--- config.mk ---
export PLATFORM = sky130hd
export DESIGN_NAME = hazard_scoreboard
export DESIGN_NICKNAME = d
export VERILOG_FILES = /design/src/rtl/hazard_scoreboard.sv
export SDC_FILE = /design/constraint.sdc
export NUM_CORES = 1
export LEC_CHECK = 0
export ABC_AREA = 0
export ABC_CLOCK_PERIOD_IN_PS = 6880
export CAP_MARGIN = 20
export CORE_MARGIN = 2
export CORE_UTILIZATION = 61
export CTS_BUF_LIST = sky130_fd_sc_hd__clkbuf_2
export DETAILED_ROUTE_END_ITERATION = 16
export GPL_TIMING_DRIVEN = 1
export PLACE_DENSITY = 0.94
export REMOVE_ABC_BUFFERS = 1
export SYNTH_ARGS = -nofsm -noshare
export SYNTH_HDL_FRONTEND = slang
export SYNTH_SLANG_ARGS = --single-unit
--- constraint.sdc ---
create_clock -name clk -period 6.88 [get_ports clk]
set_clock_uncertainty 0.15 [all_clocks]
set_input_delay 0.688 -clock clk [delete_from_list [all_inputs] [get_ports clk]]
set_output_delay 0.688 -clock clk [all_outputs]
set_load 0.02 [all_outputs]
--- src/rtl/hazard_scoreboard.sv ---
// hazard_scoreboard: ID-stage per-register busy/countdown scoreboard plus
// accelerator in-flight tracking; drives the IF/ID stall and branch flush.
//
// Ports:
//   clk, rst          clock, synchronous active-high reset
//   id_*              decoded instruction fields presented in ID
//   acc_done          one-cycle pulse, one accelerator op retired
//   br_ctrl           branch taken / redirect
//   issue_stall       hold PC and IF/ID, bubble into EX
//   flush             kill IF/ID (equals br_ctrl)
//   busy_vec          per-register busy bits (debug)
//   acc_inflight      outstanding accelerator ops
//   raw_stall_cnt     register-hazard stall cycles (perf)
//   acc_stall_cnt     accelerator-only stall cycles (perf)
//
// Optional: define HAZ_PERF_CNT_EN to build the two saturating stall counters;
// otherwise both perf outputs are tied to zero and no counter flops exist.

module hazard_scoreboard #(
    parameter int NUM_REGS     = 32,
    parameter int REG_AW       = 5,
    parameter int LAT_W        = 4,
    parameter int MAX_INFLIGHT = 4,
    parameter int CNT_W        = 3
) (
    input  logic                clk,
    input  logic                rst,
    input  logic                id_valid,
    input  logic [REG_AW-1:0]   id_rs1,
    input  logic [REG_AW-1:0]   id_rs2,
    input  logic                id_rs1_used,
    input  logic                id_rs2_used,
    input  logic [REG_AW-1:0]   id_rd,
    input  logic                id_rd_wr,
    input  logic [LAT_W-1:0]    id_lat,
    input  logic                id_is_acc,
    input  logic                id_is_acc_sync,
    input  logic                acc_done,
    input  logic                br_ctrl,
    output logic                issue_stall,
    output logic                flush,
    output logic [NUM_REGS-1:0] busy_vec,
    output logic [CNT_W-1:0]    acc_inflight,
    output logic [31:0]         raw_stall_cnt,
    output logic [31:0]         acc_stall_cnt
);

    logic [NUM_REGS-1:0] busy;
    logic [LAT_W-1:0]    cnt [NUM_REGS];
    logic [CNT_W-1:0]    inflight;

    logic rs1_busy;
    logic rs2_busy;
    logic rd_busy;
    logic raw_hz;
    logic waw_hz;
    logic acc_hz;
    logic issue;
    logic acc_inc;
    logic acc_dec;

    // Lookup loops start at 1 so x0 can never report busy, and indices
    // beyond NUM_REGS simply match nothing.
    always_comb begin
        rs1_busy = 1'b0;
        rs2_busy = 1'b0;
        rd_busy  = 1'b0;
        for (int i = 1; i < NUM_REGS; i++) begin
            if (id_rs1 == REG_AW'(i)) rs1_busy = busy[i];
            if (id_rs2 == REG_AW'(i)) rs2_busy = busy[i];
            if (id_rd  == REG_AW'(i)) rd_busy  = busy[i];
        end
    end

    assign raw_hz = (id_rs1_used & rs1_busy) | (id_rs2_used & rs2_busy);
    assign waw_hz = id_rd_wr & rd_busy;
    assign acc_hz = (id_is_acc & (inflight == CNT_W'(MAX_INFLIGHT)))
                  | (id_is_acc_sync & (inflight != '0));

    // Redirect wins: a squashed instruction must never hold the front end.
    assign issue_stall = id_valid & ~br_ctrl & (raw_hz | waw_hz | acc_hz);
    assign issue       = id_valid & ~br_ctrl & ~issue_stall;
    assign flush       = br_ctrl;

    always_ff @(posedge clk) begin
        if (rst) begin
            busy <= '0;
            for (int i = 0; i < NUM_REGS; i++) begin
                cnt[i] <= '0;
            end
        end else begin
            for (int i = 0; i < NUM_REGS; i++) begin
                if (busy[i]) begin
                    if (cnt[i] == LAT_W'(1)) begin
                        busy[i] <= 1'b0;
                        cnt[i]  <= '0;
                    end else begin
                        cnt[i] <= cnt[i] - LAT_W'(1);
                    end
                end
                // waw_hz keeps a new producer away from a busy rd,
                // so this never overlaps the countdown above.
                if (issue && id_rd_wr && (i != 0) &&
                    (id_rd == REG_AW'(i)) && (id_lat != '0)) begin
                    busy[i] <= 1'b1;
                    cnt[i]  <= id_lat;
                end
            end
        end
    end

    assign acc_inc = issue & id_is_acc;
    // A stray retire pulse with nothing outstanding is dropped.
    assign acc_dec = acc_done & (inflight != '0);

    always_ff @(posedge clk) begin
        if (rst) begin
            inflight <= '0;
        end else begin
            unique case ({acc_inc, acc_dec})
                2'b10:   inflight <= inflight + CNT_W'(1);
                2'b01:   inflight <= inflight - CNT_W'(1);
                default: inflight <= inflight;
            endcase
        end
    end

    assign busy_vec     = busy;
    assign acc_inflight = inflight;

`ifdef HAZ_PERF_CNT_EN
    logic [31:0] raw_cnt_q;
    logic [31:0] acc_cnt_q;

    always_ff @(posedge clk) begin
        if (rst) begin
            raw_cnt_q <= '0;
            acc_cnt_q <= '0;
        end else begin
            if (issue_stall && (raw_hz || waw_hz) && (raw_cnt_q != '1)) begin
                raw_cnt_q <= raw_cnt_q + 32'd1;
            end
            if (issue_stall && acc_hz && !(raw_hz || waw_hz) &&
                (acc_cnt_q != '1)) begin
                acc_cnt_q <= acc_cnt_q + 32'd1;
            end
        end
    end

    assign raw_stall_cnt = raw_cnt_q;
    assign acc_stall_cnt = acc_cnt_q;
`else
    assign raw_stall_cnt = '0;
    assign acc_stall_cnt = '0;
`endif

endmodule

==> metrics <==
status finished, final reports clean; Max-cap violations 0; Setup WS post-layout 1750 ps; Crit path arrival time 4290 ps; LEAKAGE 5.00 nW; CP Capture Type primary output; P per Cell Area 167 mW/mm²; CP most frequent cell clkdlybuf4s50_1; via-per-instance ratio 6.42; clock latency on the worst-skew pair 820 ps; clock slew at reported path FFs 220 ps; DP Area 0.0132 mm²; CTS tree yes; Core ar. 0.0204 mm²; Cell Chain, Critical Path clkdlybuf4s50_1 -> buf_4 -> mux2_1 -> a221o_1 -> o211ai_2 -> nor3b_1 -> a311oi_4 -> nand2_8 -> o21a_1 -> clkdlybuf4s50_1; I/O pins 130; top post-synthesis cells by area edfxtp_1 (30%), o41ai_2 (6.8%), ha_1 (6.4%); Worst-Margin Slew 1140 ps; Slew headroom 0.238; area share of the largest cell type after synthesis 0.301; ys flop type edfxtp_1; Layout area overhead 5.19%; top routing layer used met4; RSZ-0062 raised after global routing no; max frequency 0.195 GHz; postcts setup bufs 0; area leader, netlist edfxtp_1; CTS Buf Count 17; final WL 32700 µm; vias in the first global route 10100; EDFF count, synth 128; Setup CP Type in -> out; FF/Latch Area 0.00454 mm²; GRT Resource Usage Total 0.290; average cell area after synthesis 9.09 µm²; HPWL Detailed 22700 µm; Max Slew Vio Count 0; Layout Nets 1499; Filler cells 1533; post-synthesis async set-or-reset flop share 0; Crit path largest cell delay 840 ps; Data required, critical path 6040 ps; WL/cell 19.4 µm; Vias 10900; fin crit period 5130 ps; Multi-input gate area 0.00713 mm²; switching share of power 0.354; gr ovfl total 0; Final Non-Filler Cells 1689; largest net degree at the start of global routing 79; Overall Power 2.24 mW; VDD IR max 127 µV; first-pass GRT wire length 50500 µm; Hold Buf Count CTS 0; Routability Congestion 0.920; Design Area, Final 0.0134 mm²; drt first pass iters 8; metal3 WL 3570 µm; Syn Inst Count 1403; Int Pwr 1.45 mW; Rows 52; worst min-delay path class in -> reg; Max FO, Critical Path 38; clock share of power 0.256; combinational share of power 0.244; Die Area 0.0221 mm²; period utilization 0.746; Post-Route M1 WL 12400 µm; sequential fraction of design power 0.500; Die Span Y 149 µm; Setup Viol. Count Final 0; PostCTS Resize Cnt 0; initial antenna violation count 2; port bufs 65; post-synthesis sequential area ratio 0.356; P_sw 0.794 mW; antenna violation net count after detailed routing 0; Clock Tree Root clkbuf_2; mapped cell area 0.0128 mm²; initial cell density of the core 0.627; htree depth 4; Post-Place Cells 1655; Hold Fails Final Rpt 0; layout cells sized above 1 0.0854; Die W 149 µm; CP startpoint kind primary input; metal2 WL 15400 µm; pre-CTS setup slack 1690 ps; slowest library cell on the worst path clkdlybuf4s50_1; commonest non-fill, non-tap cell in the layout nand2_1; DRC 0; Syn. warnings 0; clock buffer depth 2; Distinct cells, synth 77; most frequent cells in the layout nand2_1 (206), edfxtp_1 (128), o31ai_1 (105); #FFs+latches synth 163; Num Clock Sinks 163; Iteration-0 DRC Markers 1536
[final timing paths]
kind	start	cells after the start	slack (ps)	endpoint
setup / recovery	id_rd[1]	10	1750	issue_stall
setup reg to reg	busy_vec[31]	8	3060	cnt[0][8]
hold reg to reg	acc_inflight[2]	2	440	acc_inflight[2]
hold / removal	rst	5	390	busy_vec[23]
[sequential cells by signal, indices dropped and copies added, names as in the netlist]
signal and flops:
acc_inflight 3, busy_vec 32, cnt 128
[critical path, delay by kind of cell]
family	cells	cell delay, ps
and+or+nand+nor	2	380
AOI/OAI and AO/OA	4	1180
muxes	1	340
buffers and inverters	3	1680
[cells by family (layout without fill, tap and decap cells)]
family | count (synthesis) | count (layout) | synth area share
AO/OA/AOI/OAI | 295 | 295 | 0.210
XOR/XNOR | 67 | 67 | 0.0460
adder cells (fa/ha/maj) | 66 | 66 | 0.0653
buffers and inverters | 262 | 213 | 0.106
flip-flops | 163 | 163 | 0.356
multiplexers | 20 | 20 | 0.0194
other | 1 | 66 | 0.000294
AND/OR/NAND/NOR | 529 | 529 | 0.197
[synth_stat cells, types with 8 or more instances]
cell type,count
nand2_1,207
edfxtp_1,128
o31ai_1,105
nor2_1,103
inv_1,99
buf_4,68
ha_1,65
xor2_1,65
nand2b_1,60
o41ai_2,53
buf_2,47
nor3_1,42
clkbuf_1,39
dfxtp_1,35
a21oi_1,29
o41ai_1,25
nand3_1,23
nand4_1,22
nor2b_1,15
o21ai_0,15
nand3b_1,12
or3_1,11
mux2i_1,9
a211oi_1,8
and3b_1,8
[per-layer routing]
layer,up-vias,GRT usage
li1,4929,-
met1,5058,0.369
met2,727,0.474
met3,136,0.0525
met4,0,0.148
met5,-,0
[cell type report]
cell class,count,share of cell area
Antenna cell,2,0.000373
Clock buffer,19,0.00709
Clock inverter,13,0.0123
Inverter,100,0.0280
Multi-Input combinational cell,1041,0.531
Sequential cell,163,0.339
Tap cell,270,0.0252
Timing Repair Buffer,81,0.0571
[metrics by stage]
step           utilization  TNS [ps]  hold WS [ps]
2_1_floorplan            -      -527           425
3_5_place_dp         0.646         0           396
6_report             0.659         0           385
4_1_cts              0.659         0           362
3_3_place_gp         0.646         0           363
5_1_grt              0.659         0           358
[power groups by stage]
stage | Clock, mW | Sequential (mW) | Combinational (mW)
5_1_grt | 0.615 | 1.13 | 0.584
4_1_cts | 0.576 | 1.12 | 0.532
3_5_place_dp | 0 | 1.14 | 0.529
3_3_place_gp | 0 | 1.14 | 0.512
2_1_floorplan | 0 | 1.14 | 0.349
6_report | 0.575 | 1.12 | 0.547
(Power assumes the default switching activity.)
